`config.mk`:
```
export PLATFORM = sky130hd
export DESIGN_NAME = seq_restoring_divider
export DESIGN_NICKNAME = d
export VERILOG_FILES = /design/src/rtl/seq_restoring_divider.sv
export SDC_FILE = /design/constraint.sdc
export NUM_CORES = 1
export LEC_CHECK = 0
export ABC_AREA = 1
export CAP_MARGIN = 10
export CORE_UTILIZATION = 56
export DETAILED_ROUTE_END_ITERATION = 8
export PLACE_DENSITY = 0.82
export SLEW_MARGIN = 20
export SYNTH_ARGS = -nofsm -noshare
export SYNTH_HDL_FRONTEND = slang
export SYNTH_SLANG_ARGS = --single-unit
```
`constraint.sdc`:
```
create_clock -name clk -period 2.9 [get_ports clk]
set_clock_uncertainty 0.15 [all_clocks]
set_input_delay 0.29 -clock clk [delete_from_list [all_inputs] [get_ports clk]]
set_output_delay 0.29 -clock clk [all_outputs]
set_load 0.02 [all_outputs]
```
`src/rtl/seq_restoring_divider.sv`:
```
// Iterative unsigned restoring divider: one quotient bit per clock via an N+1 bit trial subtract.
// Optional macro DIVIDER_DBZ_FLAG_EN adds a div_by_zero output and a one-cycle zero-divisor path.

module Nbit_Sub #(
  parameter int N = 8
) (
  input  logic [N-1:0] a,
  input  logic [N-1:0] b,
  input  logic         c_in,
  output logic [N-1:0] sum,
  output logic         c_out
);
  logic carry;

  // a - b computed as a + ~b + c_in; c_out reports borrow (inverted carry)
  assign {carry, sum} = {1'b0, a} + {1'b0, ~b} + {{N{1'b0}}, c_in};
  assign c_out = ~carry;
endmodule

module seq_restoring_divider #(
  parameter int N = 32
) (
  input  logic         clk,
  input  logic         rst_n,
  input  logic         start,
  input  logic [N-1:0] dividend,
  input  logic [N-1:0] divisor,
  output logic         busy,
  output logic         done,
  output logic [N-1:0] quotient,
  output logic [N-1:0] remainder
`ifdef DIVIDER_DBZ_FLAG_EN
  ,
  output logic         div_by_zero
`endif
);
  localparam int CW = (N > 1) ? $clog2(N) : 1;
  localparam logic [CW-1:0] LAST = CW'(N - 1);

  localparam logic [0:0] IDLE = 1'b0;
  localparam logic [0:0] RUN  = 1'b1;

  logic [0:0]    state;
  logic [CW-1:0] count;
  logic [N:0]    d_reg;
  logic [N-1:0]  q_reg;
  // R[N] is always 0 between iterations (R < D), so only N bits are stored
  logic [N-1:0]  r_reg;
  logic [N:0]    shifted;
  logic [N:0]    diff;
  logic          borrow;
  logic [N-1:0]  r_next;
  logic [N-1:0]  q_next;
  logic          unused_diff_msb;

  assign shifted = {r_reg, q_reg[N-1]};

  Nbit_Sub #(.N(N + 1)) u_sub (
    .a     (shifted),
    .b     (d_reg),
    .c_in  (1'b1),
    .sum   (diff),
    .c_out (borrow)
  );

  assign unused_diff_msb = diff[N];

  always_comb begin
    r_next = diff[N-1:0];
    if (borrow) begin
      r_next = shifted[N-1:0];
    end
    q_next = {q_reg[N-2:0], ~borrow};
  end

  assign busy = (state == RUN);

  always_ff @(posedge clk or negedge rst_n) begin
    if (!rst_n) begin
      state     <= IDLE;
      count     <= '0;
      d_reg     <= '0;
      q_reg     <= '0;
      r_reg     <= '0;
      done      <= 1'b0;
      quotient  <= '0;
      remainder <= '0;
`ifdef DIVIDER_DBZ_FLAG_EN
      div_by_zero <= 1'b0;
`endif
    end else begin
      done <= 1'b0;
      case (state)
        IDLE: begin
          if (start) begin
`ifdef DIVIDER_DBZ_FLAG_EN
            div_by_zero <= (divisor == '0);
            if (divisor == '0) begin
              done      <= 1'b1;
              quotient  <= '1;
              remainder <= dividend;
            end else
`endif
            begin
              d_reg <= {1'b0, divisor};
              q_reg <= dividend;
              r_reg <= '0;
              count <= '0;
              state <= RUN;
            end
          end
        end
        RUN: begin
          r_reg <= r_next;
          q_reg <= q_next;
          count <= count + 1'b1;
          if (count == LAST) begin
            state     <= IDLE;
            done      <= 1'b1;
            quotient  <= q_next;
            remainder <= r_next;
          end
        end
        default: state <= IDLE;
      endcase
    end
  end
endmodule

```
==> impl_metrics.csv, run 1 <==
group,metric,value,unit
pwr,leakagePower,6.12,nW
cells_and_area,seqCellArea,0.00418,mm²
cells_and_area,antenna-diode-count,0,
run_status,status,"finished, final reports clean",
routing,wirelength,25400,µm
worst_setup_path,critPathMaxFanout,23,
worst_setup_path,cp-startpoint,"r_reg[20]",
placed_design,gp_congestion,0.956,
synthesis,ys_seq_area_share,44.2,%
placed_design,hpwl,18200,µm
timing,worst_slew_pin_slew,0.726,ns
global_routing,grt_pass1_vias,8275,
run,drv_cap,0,
clock_network,cts_setup_buffers,0,
cells_and_area,areaGrowthSynthToFinish,23.0,%
die,core_area,0.0165,mm²
worst_setup_path,r2r_cells,11,
synthesis,ys_types,40,
global_routing,grt_pass1_wl,41800,µm
global_routing,antenna_found_initial,0,
synthesis,synth.area.top_cells,"dfrtp_1, nand2_1, inv_1, nand3_1, ha_1",
worst_hold_path,worst_hold_path_type,"in -> reg",
global_routing,grt-ovfl-total,0,
timing,maxSlewViolCount,0,
clock_network,numClockSinks,167,
synthesis,synth-seq-cells,167,
worst_setup_path,setup.worst_path.end_class,"register",
cells_and_area,fillers,1355,
synthesis,yosys-top-cells-count,"nand2_1, inv_1, dfrtp_1, nand3_1, o21ai_0",
cells_and_area,multiInputGateArea,0.00428,mm²
clock_network,hold_buffers,1,
synthesis,synth_ff_type,"dfrtp_1",
synthesis,avgSynthCellArea,7.40,µm²
cells_and_area,nets,1500,
routing,route.detailed.drc,0,
die,fp.dieW,132,µm
clock_network,path_clk_slew,0.07,ns
die,rows,47,
clock_network,cts.htree.levels,4,
worst_setup_path,worstPathRequired,3.09,ns
pwr,p_per_area,1420,mW/mm²
timing,setup_viol,0,
timing,rsz0062_at_grt,"false",
synthesis,syn-cell-area,0.00945,mm²
routing,vias,8546,
synthesis,syn_inst,1276,
clock_network,clk_latency,0.45,ns
routing,drt_iter0_markers,608,
synthesis,ys_warn_count,0,
routing,vias_per_cell,5.24,
synthesis,synth_top_area_share,44.2,%
die,dieHeight,132,µm
worst_hold_path,hp-start,"dividend[29]",
routing,wire_per_inst,15.6,µm
global_routing,grt_max_degree,82,
clock_network,clk_path_buf_depth,2,
worst_setup_path,crit_type,"reg -> reg",
clock_network,clockRootBuffer,"clkbuf_16",
synthesis,async_flop_share,100,%
pwr,vdd_drop_max,0.737,mV
routing,drtAntennaViolNets,0,
placed_design,portBuffers,132,
synthesis,yosysMostFrequentCell,"nand2_1",
die,dieArea,0.0174,mm²
cells_and_area,drive_gt1_share,6.17,%
timing,fmax,374,MHz
global_routing,track_usage,30.6,%
timing,hold_viol_final,0,
die,pin_count,133,
routing,dr.pass1.iters,6,
worst_setup_path,r2r-start,"r_reg[20]",
worst_setup_path,critPathLaunchType,"register",
timing,max-slew-margin-rel,51.6,%
timing,fin_crit_sh,92.3,%
synthesis,synth_edf_count,0,
timing,tns,0,ns
timing,fin_crit,2.68,ns
clock_network,cts_tree,"built",
synthesis,syn_nets,1378,
clock_network,cts_resized,0,
cells_and_area,fin_util,70.3,%
worst_hold_path,hold_depth,3,
clock_network,cts-buffers-inserted,17,
die,start_util,57.2,%
synthesis,synth_top_cell_by_area,"dfrtp_1",
worst_setup_path,critPathArrivalTime,2.87,ns
-- final timing paths --
| check | to | slack (ns) |
|---|---|---|
| min in group asynchronous | quotient[10] | 0.30 |
| max reg2reg | remainder[24] | 0.22 |
| max in group asynchronous | d_reg[22] | 1.55 |
| min reg2reg | quotient[9] | 0.33 |
| max | remainder[24] | 0.22 |
| min | q_reg[29] | 0.24 |
-- power by group --
group          switching (mW)  leakage, nW  internal, mW
clock network            1.07        0.295          1.31
registers               0.614         2.03          3.51
logic                    6.26         3.79          3.70
-- critical path, cell delays in order (launching register included) --
cell and delay [ns]:
dfrtp_1 0.45, ha_1 0.45, nand2_1 0.13, nor2_1 0.17
inv_1 0.10, o21bai_2 0.22, a21oi_4 0.09, nand2_4 0.28
buf_4 0.23, nand3_1 0.13, nand3_1 0.09, nand2_1 0.06
-- area by class of cell --
| cell class | count | area share (%) |
|---|---|---|
| repair buffers | 149 | 13.0 |
| inverters | 200 | 6.46 |
| flip-flops and latches | 167 | 36.0 |
| well taps | 220 | 2.37 |
| clock inverters | 14 | 1.58 |
| multi-input cells | 863 | 36.9 |
| clock buffers | 18 | 3.69 |
-- layer usage --
metal	global-route usage [%]	wire [µm]
met3	4.88	1250
met4	11.7	685
met2	51.2	12300
met5	0	0
met1	40.1	11200
-- cells by family (layout without fill, tap and decap cells) --
| logic type | Yosys count | after routing | synth area share, % |
|---|---|---|---|
| simple gates | 677 | 677 | 30.4 |
| buf+inv | 246 | 381 | 10.4 |
| flops | 167 | 167 | 44.2 |
| compound gates | 136 | 136 | 8.78 |
| fa+ha+maj | 35 | 35 | 4.72 |
| xor+xnor | 15 | 15 | 1.39 |
-- cells in the final DEF, fill, tap and decap left out, types with 3 or more instances in the layout --
cell	count
nand2_1	498
nand3_1	86
buf_12	5
nor3_1	5
nand4_1	7
inv_2	3
nand2_2	9
nand3_2	13
buf_4	11
o221ai_1	29
nand3b_2	6
xnor2_1	8
xor2_1	7
inv_8	4
inv_6	3
dfrtp_1	167
a21oi_1	19
inv_1	196
clkdlybuf4s50_1	131
nor2_1	40
clkbuf_16	17
o21ai_0	74
ha_1	34
nand3b_1	6
o21ai_1	4
-- stage by stage --
| step | hold slack, ns | setup WS (ns) | instance area (µm²) | power (mW) | cells |
|---|---|---|---|---|---|
| after floorplan | -0.156 | 0.752 | 9450 | 11.1 | 1276 |
| after global placement | 0.234 | 0.199 | 11000 | 13.7 | 1598 |
| after detailed placement | 0.232 | 0.284 | 11000 | 14.0 | 1598 |
| after CTS | 0.234 | 0.264 | 11600 | 16.4 | 1631 |
| after global routing | 0.239 | 0.0612 | 11600 | 17.9 | 1631 |
| final | 0.237 | 0.223 | 11600 | 16.5 | 1631 |
Power figures use the tool's default switching activity.
==> inputs of run 2 (changes only) <==
Clock period 2.9 ns to 2.47 ns, I/O delays scaled along.
==> run 2 against run 1 <==
Effect of this change: first-iteration DRC count up 24%; final cell count grew 0.92%; utilization is 1.9 points higher; sequential share of layout area shrank 0.96 points; clock power rose by 10%; power is 23% higher; critical path depth grew 1; non-clock buffer count grew 16; global-route usage about the same; cell area up 2.7%; worst setup slack got worse by 0.12 ns; fmax is 13% higher; critical path type unchanged; largest cell class unchanged.
==> impl_metrics.csv, run 2 (synthesis results as in run 1) <==
group,metric,value,unit
run_status,status,"finished, final reports clean",
worst_setup_path,worstPathRequired,2.68,ns
cells_and_area,seqCellArea,0.00418,mm²
global_routing,track_usage,30.6,%
worst_setup_path,cp_slowest_stage_delay,0.41,ns
pwr,clkPwrFrac,13.1,%
timing,setup_ws,0.104,ns
cells_and_area,multiInputGateArea,0.00451,mm²
routing,vias_per_cell,5.29,
placed_design,hpwl,18600,µm
timing,worst_hold_slack,0.192,ns
placed_design,place_area,0.0111,mm²
placed_design,dp_slack,-0.0592,ns
cells_and_area,drive_gt1_share,9.89,%
timing,setup_viol,0,
placed_design,gp_congestion,0.971,
timing,max-slew-margin-rel,64.3,%
placed_design,placedCellCount,1614,
placed_design,portBuffers,132,
timing,fin_crit_sh,95.8,%
timing,hold_viol_final,0,
clock_network,cts_tree,"built",
clock_network,clockRootBuffer,"clkbuf_16",
cells_and_area,fin_cells,1646,
pwr,leakagePower,6.19,nW
routing,wire_per_inst,15.8,µm
clock_network,cts.htree.levels,4,
pwr,netSwitchingFraction,48.0,%
cells_and_area,antenna-diode-count,0,
clock_network,clk_latency,0.43,ns
die,start_util,57.2,%
cells_and_area,design_area,0.0119,mm²
worst_hold_path,worst_hold_path_type,"in -> async",
cells_and_area,fin_util,72.2,%
routing,route.detailed.drc,0,
worst_setup_path,critPathLaunchType,"register",
cells_and_area,nets,1516,
timing,worst_slew_pin_slew,0.535,ns
worst_setup_path,cp_common_cell,"nand2_1",
die,dieArea,0.0174,mm²
global_routing,grt_max_degree,78,
cells_and_area,areaGrowthSynthToFinish,26.3,%
worst_setup_path,critical-path-slowest-cell,"ha_2",
die,rows,47,
worst_setup_path,crit_chain,"ha_2 -> nand2_1 -> nor2_1 -> inv_1 -> o21bai_2 -> a21oi_4 -> nand2_4 -> buf_12 -> nand2_1 -> o21ai_1 -> nand2_1 -> nand2_1",
run,drv_cap,0,
timing,fmax,423,MHz
cells_and_area,fillers,1309,
global_routing,grt_pass1_wl,42100,µm
pwr,internal_power,10.5,mW
global_routing,grt-ovfl-total,0,
die,fp.dieW,132,µm
die,core_area,0.0165,mm²
global_routing,antenna_found_initial,0,
worst_setup_path,crit_type,"reg -> reg",
timing,maxSlewViolCount,0,
routing,dr.pass1.iters,8,
worst_setup_path,setup.worst_path.end_class,"register",
global_routing,grt_pass1_vias,8546,
routing,wirelength,26100,µm
timing,tns,0,ns
die,pin_count,133,
timing,rsz0062_at_grt,"true",
worst_setup_path,critPathArrivalTime,2.58,ns
pwr,pwr-share-comb,63.0,%
worst_setup_path,critPathMaxFanout,26,
clock_network,clk_path_buf_depth,2,
cells_and_area,final_common_cell,"nand2_1",
pwr,seqPwrFrac,23.9,%
routing,drt_iter0_markers,751,
timing,fin_crit,2.37,ns
routing,vias,8713,
pwr,total_power,20.2,mW
clock_network,path_clk_slew,0.07,ns
routing,drtAntennaViolNets,0,
cells_and_area,layout_common_cells,"nand2_1, inv_1, dfrtp_1",
pwr,p_per_area,1690,mW/mm²
pwr,p_switching,9.69,mW
pwr,vdd_drop_max,0.809,mV
clock_network,numClockSinks,167,
die,dieHeight,132,µm
clock_network,cts-buffers-inserted,17,
## run 2: changes by cell type in the layout (fill, tap and decap cells not counted), sizes merged
| cell | change |
|---|---|
| clkinvlp | -1 |
| bufinv | -1 |
| clkinv | +3 |
| inv | -2 |
| buf | +16 |
## run 2: repair_timing
action	in CTS	in global routing
setup endpoints to repair	3	60
pin swaps	0	3
setup buffers	0	0
hold buffers	1	0
resized for setup	2	49
endpoints found under the hold margin	51	0
## run 2: layout make-up
type | instances | area share [%]
clock buffer | 18 | 3.68
tap | 220 | 2.31
clock inverter | 13 | 1.17
inverter | 200 | 6.29
sequential | 167 | 35.0
multi-input combinational | 863 | 37.8
timing repair buffer | 165 | 13.7
## run 2: layer usage
layer / track usage (%) / up-vias / share of wire [%] / wire [µm]
met4: 11.6 / 0 / 2.7 / 692
met2: 50.7 / 288 / 48 / 12400
met3: 4.69 / 48 / 5.1 / 1330
li1: - / 4271 / - / -
met1: 40.6 / 4106 / 45 / 11600
met5: 0 / - / 0 / 0
## run 2: critical path: cells and delay by family (launching register included)
kind	cells	cell delay, ns
adders and majority gates	1	0.41
AOI/OAI and AO/OA	3	0.42
and+or+nand+nor	6	0.62
buffers and inverters	2	0.28
DFF	1	0.40
## run 2: power groups by stage
| stage | combinational [mW] | clock (mW) | sequential, mW |
|---|---|---|---|
| after floorplan | 7.81 | 0 | 5.23 |
| after global placement | 11.7 | 0 | 4.77 |
| after detailed placement | 11.9 | 0 | 4.80 |
| after CTS | 12.0 | 2.67 | 4.77 |
| after global routing | 14.2 | 2.76 | 4.96 |
| final | 12.7 | 2.64 | 4.83 |
## run 2: final timing paths
kind	start	to	slack, ns	depth (start not counted)
min reg2reg	remainder[12]	remainder[12]	0.33	2
max reg2reg	r_reg[20]	remainder[8]	0.10	12
max	r_reg[20]	remainder[8]	0.10	12
max in group asynchronous	rst_n	r_reg[19]	1.19	3
min in group clk	divisor[0]	d_reg[0]	0.21	3
min	rst_n	quotient[10]	0.19	2
